--- src/rtl/bus_datapath.sv ---
// Multi-cycle register-file datapath: a one-hot bus multiplexer feeds R[], A and G under a T1..T3 FSM.
// Optional feature: define DP_SUB_EN to enable opcode 4 (SUB); otherwise opcode 4 is rejected as illegal.
module bus_datapath #(
    parameter int DATA_W  = 8,
    parameter int REG_NUM = 8
) (
    input  logic                       clk,
    input  logic                       rst,
    input  logic                       instr_valid,
    output logic                       instr_ready,
    input  logic [3:0]                 instr_op,
    input  logic [$clog2(REG_NUM)-1:0] instr_rx,
    input  logic [$clog2(REG_NUM)-1:0] instr_ry,
    input  logic [DATA_W-1:0]          data_in,
    output logic                       done,
    output logic                       err,
    output logic [DATA_W-1:0]          result,
    output logic                       carry,
    output logic                       zero,
    output logic [DATA_W-1:0]          bus_mon
);

    localparam int REG_AW = $clog2(REG_NUM);

    localparam logic [3:0] OP_LOAD = 4'd0;
    localparam logic [3:0] OP_MOV  = 4'd1;
    localparam logic [3:0] OP_ADD  = 4'd2;
    localparam logic [3:0] OP_XOR  = 4'd3;
`ifdef DP_SUB_EN
    localparam logic [3:0] OP_SUB  = 4'd4;
`endif

    typedef enum logic [2:0] {
        IDLE = 3'd0,
        T1   = 3'd1,
        T2   = 3'd2,
        T3   = 3'd3,
        DONE = 3'd4
    } state_t;

    state_t state, state_next;

    logic [3:0]        op_q;
    logic [REG_AW-1:0] rx_q;
    logic [REG_AW-1:0] ry_q;

    logic [DATA_W-1:0] regs [REG_NUM];
    logic [DATA_W-1:0] a_reg;
    logic [DATA_W-1:0] g_reg;
    logic              carry_flag;
    logic              zero_flag;

    logic [DATA_W-1:0]  bus;
    logic [DATA_W:0]    alu_res;
    logic               sel_data;
    logic               sel_g;
    logic [REG_NUM-1:0] sel_reg;
    logic               r_we;
    logic               a_we;
    logic               g_we;

    function automatic logic op_is_alu(input logic [3:0] op);
        logic r;
        case (op)
            OP_ADD, OP_XOR: r = 1'b1;
`ifdef DP_SUB_EN
            OP_SUB:         r = 1'b1;
`endif
            default:        r = 1'b0;
        endcase
        return r;
    endfunction

    function automatic logic op_is_legal(input logic [3:0] op);
        return (op == OP_LOAD) || (op == OP_MOV) || op_is_alu(op);
    endfunction

    // MSB of the (DATA_W+1)-bit result is carry-out for ADD and borrow for SUB.
    function automatic logic [DATA_W:0] alu_calc(input logic [3:0] op,
                                                  input logic [DATA_W-1:0] a,
                                                  input logic [DATA_W-1:0] b);
        logic [DATA_W:0] r;
        case (op)
            OP_ADD:  r = {1'b0, a} + {1'b0, b};
            OP_XOR:  r = {1'b0, a ^ b};
`ifdef DP_SUB_EN
            OP_SUB:  r = {1'b0, a} - {1'b0, b};
`endif
            default: r = '0;
        endcase
        return r;
    endfunction

    always_ff @(posedge clk) begin
        if (rst) begin
            state <= IDLE;
        end else begin
            state <= state_next;
        end
    end

    always_comb begin
        state_next = state;
        case (state)
            IDLE: begin
                if (instr_valid) begin
                    state_next = op_is_legal(instr_op) ? T1 : DONE;
                end
            end
            T1:      state_next = op_is_alu(op_q) ? T2 : DONE;
            T2:      state_next = T3;
            T3:      state_next = DONE;
            DONE:    state_next = IDLE;
            default: state_next = IDLE;
        endcase
    end

    always_comb begin
        sel_data = 1'b0;
        sel_g    = 1'b0;
        sel_reg  = '0;
        r_we     = 1'b0;
        a_we     = 1'b0;
        g_we     = 1'b0;
        case (state)
            T1: begin
                if (op_q == OP_LOAD) begin
                    sel_data = 1'b1;
                    r_we     = 1'b1;
                end else if (op_q == OP_MOV) begin
                    sel_reg[ry_q] = 1'b1;
                    r_we          = 1'b1;
                end else begin
                    sel_reg[rx_q] = 1'b1;
                    a_we          = 1'b1;
                end
            end
            T2: begin
                sel_reg[ry_q] = 1'b1;
                g_we          = 1'b1;
            end
            T3: begin
                sel_g = 1'b1;
                r_we  = 1'b1;
            end
            default: ;
        endcase
    end

    // AND-OR bus: selects are one-hot, so an idle bus reads as zero.
    always_comb begin
        bus = '0;
        if (sel_data) begin
            bus = bus | data_in;
        end
        for (int i = 0; i < REG_NUM; i++) begin
            if (sel_reg[i]) begin
                bus = bus | regs[i];
            end
        end
        if (sel_g) begin
            bus = bus | g_reg;
        end
    end

    always_comb begin
        alu_res = alu_calc(op_q, a_reg, bus);
    end

    always_ff @(posedge clk) begin
        if (rst) begin
            op_q <= '0;
            rx_q <= '0;
            ry_q <= '0;
        end else if (state == IDLE && instr_valid) begin
            op_q <= instr_op;
            rx_q <= instr_rx;
            ry_q <= instr_ry;
        end
    end

    always_ff @(posedge clk) begin
        if (rst) begin
            for (int i = 0; i < REG_NUM; i++) begin
                regs[i] <= '0;
            end
            a_reg      <= '0;
            g_reg      <= '0;
            carry_flag <= 1'b0;
            zero_flag  <= 1'b0;
        end else begin
            if (r_we) begin
                regs[rx_q] <= bus;
            end
            if (a_we) begin
                a_reg <= bus;
            end
            if (g_we) begin
                g_reg      <= alu_res[DATA_W-1:0];
                carry_flag <= alu_res[DATA_W];
                zero_flag  <= (alu_res[DATA_W-1:0] == '0);
            end
        end
    end

    assign instr_ready = (state == IDLE);
    assign done        = (state == DONE);
    assign err         = (state == DONE) && !op_is_legal(op_q);
    assign result      = g_reg;
    assign carry       = carry_flag;
    assign zero        = zero_flag;
    assign bus_mon     = bus;

endmodule

--- config.mk ---
export PLATFORM = sky130hd
export DESIGN_NAME = bus_datapath
export DESIGN_NICKNAME = d
export VERILOG_FILES = /design/src/rtl/bus_datapath.sv
export SDC_FILE = /design/constraint.sdc
export NUM_CORES = 1
export LEC_CHECK = 0
export ABC_AREA = 0
export CAP_MARGIN = 20
export CORE_MARGIN = 2
export CORE_UTILIZATION = 35
export CTS_CLUSTER_DIAMETER = 200
export CTS_CLUSTER_SIZE = 40
export DETAILED_ROUTE_END_ITERATION = 10
export MAX_ROUTING_LAYER = met4
export PLACE_DENSITY_LB_ADDON = 0.15
export SETUP_SLACK_MARGIN = 0.4
export SLEW_MARGIN = 20
export SYNTH_ARGS = -nofsm -noshare
export SYNTH_HDL_FRONTEND = slang
export SYNTH_SLANG_ARGS = --single-unit
--- constraint.sdc ---
create_clock -name clk -period 4.7 [get_ports clk]
set_clock_uncertainty 0.05 [all_clocks]
set_input_delay 1.41 -clock clk [delete_from_list [all_inputs] [get_ports clk]]
set_output_delay 1.41 -clock clk [all_outputs]
set_load 0.02 [all_outputs]
# Yosys cells after proc, flatten, opt, wreduce, memory -nomap -nowiden

Memories as Yosys holds them, arrays and structs flattened.
Cells that the tools add are included.
Widths: inputs -> output; s select.

Add/sub/neg operators: 1
Magnitude comparators: 4
Equality and inequality tests: 11
Mux-type cells: 45
Bitwise logic cells: 10
Reduce and logical (&&, ||, !) cells: 16

Operators with widths:

| cell               | count |
|---|---|
| $mux 8             | 13 |
| $or 8x8->8         | 9 |
| $mux 1             | 22 |
| $pmux 9 s2         | 1 |
| $eq 4x2->1 const B | 4 |
| $pmux 8 s2         | 1 |
| $mux 3             | 4 |
| $pmux 3 s4         | 1 |
| $add 8x8->9        | 1 |
| $eq 4x1->1 const B | 2 |
| $logic_not 4->1    | 2 |
| $logic_not 8->1    | 1 |
| $lt 3x4->1 const B | 2 |
| $reduce_or 8->1    | 1 |
| $xor 8x8->8        | 1 |
| $demux 1 s3        | 2 |
| $eq 3x2->1 const B | 2 |
| $ge 3x1->1 const B | 2 |
| $logic_and 1x1->1  | 4 |
| $logic_or 1x1->1   | 4 |
| $reduce_or 2->1    | 2 |
| $eq 3x1->1 const B | 1 |
| $eq 3x3->1 const B | 1 |
| $logic_not 3->1    | 1 |
| other kinds (3)    | 3 |

Register bits after elaboration: 31
Bits in writable memories: 64
Bits of input ports: 21
Output and inout bits: 21
Logic and storage cells: 96
Memories: 1

Memories:

| memory | depth | bits a word | rd ports | clocked after Yosys merged registers in | write ports | line | RTL |
|---|---|---|---|---|---|---|---|
| regs   | 8     | 8           | 8        | 0                                       | 8           | 47   | `logic [DATA_W-1:0] regs [REG_NUM];` |

# Depth between registers and ports, before layout

Word-level depth: 27
Mapped depth: 18
Mapped depth without buffers: 15

# Worst setup path after synthesis

No wires, ideal clock.

Path type: input-to-reg
From: input port data_in[3]
To: register zero_flag, in the netlist zero
Setup time: 71 ps
Data arrival time: 3,915 ps
Data required time: 4,579 ps
Setup slack: 664 ps
Stages on the path: 13
Buffers on the path: 0
Cells stage by stage: nor2b_1 -> a22o_1 -> a21oi_1 -> o2111ai_1 -> nor3_2 -> inv_1 -> ha_1 -> nor2_1 -> a211oi_1 -> mux2i_1 -> o2111ai_1 -> a211o_1 -> a21oi_1

Cells in the longest elaborated chain, start to end: 22
Elaborated cells between the ends (all ways): 23
Those cells by class: 1 x add/sub; 11 x mux; 10 x bitwise; 1 x reduce/logical

RTL lines:

| what                                              | line   | RTL |
|---|---|---|
| start, declared                                   | 14     | `input logic [DATA_W-1:0] data_in,` |
| $mux 8 (*)                                        | 153    | `if (sel_data) begin` |
| $or 8x8->8                                        | 158    | `bus = bus \| regs[i];` |
| $mux 8 (*)                                        | 157    | `if (sel_reg[i]) begin` |
| $or 8x8->8                                        | 158    |  |
| $mux 8 (*)                                        | 157    |  |
| $or 8x8->8                                        | 158    |  |
| $mux 8 (*)                                        | 157    |  |
| $or 8x8->8                                        | 158    |  |
| [... 7 more ...]                                  | --     |  |
| $or 8x8->8                                        | 158    |  |
| $mux 8 (*)                                        | 157    |  |
| $or 8x8->8                                        | 162    | `bus = bus \| g_reg;` |
| $mux 8 (*)                                        | 161    | `if (sel_g) begin` |
| named net bus_mon[3]                              | 20     | `output logic [DATA_W-1:0] bus_mon` |
| $add 8x8->9 / $xor 8x8->8 (equally long branches) | 84, 85 |  |
| $pmux 9 s2 (*)                                    | 83     | `case (op)` |
| $logic_not 8->1 (*)                               | 201    | `zero_flag <= (alu_res[DATA_W-1:0] == '0);` |
| end signal, assigned                              | 201    |  |
| end, declared                                     | 51     | `logic zero_flag;` |

The timed path passes the listed nets; every way through them passes the cells marked *.
A chain may end at the register's enable or synchronous reset.

# Final worst setup path

From: input port data_in[7]
To: output port bus_mon[7]

Cells in the longest elaborated chain, start to end: 19

RTL lines:

| what             | line |
|---|---|
| $mux 8 (*)       | 153 |
| $or 8x8->8       | 158 |
| $mux 8 (*)       | 157 |
| $or 8x8->8       | 158 |
| $mux 8 (*)       | 157 |
| $or 8x8->8       | 158 |
| $mux 8 (*)       | 157 |
| $or 8x8->8       | 158 |
| [... 3 more ...] | -- |
| $or 8x8->8       | 158 |
| $mux 8 (*)       | 157 |
| $or 8x8->8       | 158 |
| $mux 8 (*)       | 157 |
| $or 8x8->8       | 158 |
| $mux 8 (*)       | 157 |
| $or 8x8->8       | 162 |
| $mux 8 (*)       | 161 |
| end, declared    | 20 |

Every way passes the cells marked *; elsewhere a longest branch is shown, timed or not.

==> summary.txt <==
Setup path
  – End of the worst register-to-register path: zero
  – Worst-path fanout max: 2
  – CP Data Arrival Time: 2790 ps
  – Crit. Startpoint: data_in[7]
  – Worst setup path endpoint: bus_mon[7]
  – Worst R2R Setup Slack: 630 ps
  – FF-to-FF Start: state[0]
  – Critical Path RT: 3240 ps
  – Kind of critical path: in2out
  – R2R cell count: 14
  – CP Capture Type: output pin
  – Crit start category: primary input

Timing
  – Period utilization: 90.5%
  – Hold slack: 406 ps
  – F_max: 235 MHz
  – Worst Tran Pin Value: 546 ps
  – Rel. slew slack: 63.6%
  – Setup TNS: 0 ps
  – Hold Vio Cnt, Final: 0
  – RSZ-0062 raised after global routing: yes
  – Final slew viol count: 0
  – Min Tclk post-route: 4250 ps
  – Final setup violation count: 0
  – Final worst slack: 447 ps

CTS
  – H-Tree Depth: 3
  – Worst-path clk slew: 70 ps
  – CTS tree: yes
  – Clock buffer depth: 2
  – CTS sink count: 95
  – Clock buffer count from CTS: 9
  – Root buffer cell: clkbuf_16
  – Worst skew pair latency: 350 ps

Flow run
  – Max capacitance violation total: 0

Floorplanning
  – FP Rows: 44
  – Starting density of the core: 36.1%
  – Die area: 16100 um^2
  – Boundary Pins: 42
  – Die Y-Extent: 127 um
  – Core box area: 14600 um^2
  – Die Wd: 127 um

Drt
  – Via-to-Cell Ratio: 5.76
  – Routed Antenna Nets: 0
  – Drt initial violations: 296
  – WL/cell: 20.2 um
  – Vias post-DR: 4630
  – Drt pass-1 iters: 5
  – DRT Wirelength: 16200 um
  – DRC: 0

Power
  – Int Power: 1410 uW
  – Clock network power share: 40.6%
  – Net Sw Power: 475 uW
  – Net Sw Frac: 25.1%
  – Sequential Power Share: 50.0%
  – Peak VDD IR: 0.238 mV
  – Comb pwr share: 9.3%
  – Leak Pwr: 0.00222 uW
  – Final Power: 1890 uW
  – Power Density: 291 nW/um^2

Place
  – DP Worst Slack: -31.1 ps
  – HPWL Detailed: 12200 um
  – Final Wtd Congestion: 0.853
  – Buffers on Ports: 41
  – Post-Place Cells: 782

Yosys
  – Top-area cell type share of the netlist area: 36.3%
  – Cells after Synth: 562
  – Syn Std Cell Area: 5290 um^2
  – Synth cell types: 72
  – Count leader, synth: nor2_1
  – Seq/Total Area, Yosys: 48.1%
  – Ranking of synthesized cells by area: edfxtp_1 (36%), dfxtp_1 (12%), nor2_1 (6.7%), nand2_1 (5.3%), a21oi_1 (2.7%)
  – #FFs+latches synth: 95
  – Post-synth EDFFs: 64
  – Largest area contributor in the synthesized netlist: edfxtp_1
  – Top FF cell, synth: edfxtp_1
  – Synth Warn #: 0
  – Async set-reset flop share out of synthesis: 0%
  – Syn_area_per_cell: 9.41 um^2
  – Syn nets: 592
  – Commonest cells post-synth: nor2_1 (94), nand2_1 (75), edfxtp_1 (64)

Global routing
  – GRT Overall Usage: 20.9%
  – First-pass GRT wire length: 24700 um
  – Largest net degree at the start of global routing: 35
  – Overflow after GRT: 0
  – Vias in the first global route: 4522
  – Initial antenna violation count: 0

Final layout
  – Share of layout cells above drive strength 1: 16.8%
  – ANT cells: 0
  – Layout Nets: 645
  – Multi-input logic area: 2630 um^2
  – Filler cells: 1470
  – Final std cells w/o fill: 804
  – Synth-to-Final Area Change: 22.7%
  – Max reg flops: 64
  – FF/Latch Area: 2550 um^2

Min path
  – Hold Crit Class: reg2reg
  – Hold Crit Depth: 2

Run status
  – Outcome: complete, no violations
==> cells by family after synthesis <==
group | Yosys count | share of synthesized area, %
AND/OR/NAND/NOR | 256 | 23.6
AO/OA/AOI/OAI | 126 | 17.4
flip-flops | 95 | 48.1
buffers and inverters | 58 | 4.92
multiplexers | 15 | 3.17
adder cells (fa/ha/maj) | 9 | 2.27
XOR/XNOR | 3 | 0.497
==> metal layers <==
layer / GRT usage (%) / wire length, um / vias up
li1: - / - / 2177
met3: 3.88 / 894 / 29
met4: 7.18 / 435 / 0
met5: - / 0 / -
met1: 26.6 / 7070 / 2281
met2: 33.6 / 7830 / 143
==> per-stage QoR <==
step	area, um^2	utilization (%)
global route	6490	44.3
floorplan	5290	-
finish	6490	44.3
CTS	6400	43.7
global placement	6000	41.0
detailed placement	6000	41.0
==> critical path: stages <==
cell and delay, ps:
clkdlybuf4s50_1 420, a32o_1 280, a221oi_2 180, and3_1 200
inv_1 60, clkdlybuf4s15_2 250
==> placed cells by master (no fill, tap or decap), drive strengths merged, types with 9 or more instances in the layout <==
cell,synthesis,routed
inv,18,21
a211oi,13,13
a22o,9,9
a221oi,11,11
clkdlybuf4s50,0,32
nor3,9,9
buf,18,44
nand3,11,11
mux2i,10,10
clkbuf,21,12
dfxtp,31,31
o22ai,12,12
o21ai,11,11
edfxtp,64,64
nor2,94,94
nand2,75,75
a21oi,29,29
==> repair_timing <==
item,4_1_cts,5_1_grt
gates resized for setup,40,23
hold buffers,0,0
pin swaps,10,3
gates cloned,0,0
setup buffers,4,2
setup endpoints to repair,8,6
==> final cells by class <==
cell class	count	area share (%)
inverters	19	1.10
well taps	184	3.55
clock inverters	7	1.39
repair buffers	81	10.7
clock buffers	9	3.47
flip-flops and latches	95	39.3
multi-input cells	409	40.6
==> worst min path at each step <==
stage               to     from
6_report          zero     zero
5_1_grt           zero     zero
4_1_cts           zero     zero
3_5_place_dp      zero     zero
3_3_place_gp      zero     zero
2_1_floorplan  op_q[1]  op_q[1]
==> power groups by stage <==
stage               sequential (uW)  clock [uW]  combinational [uW]
floorplan                       945           0                 109
global placement                961           0                 163
detailed placement              962           0                 165
CTS                             943         788                 172
global route                    949         821                 192
finish                          946         768                 177
(Power assumes the default switching activity.)
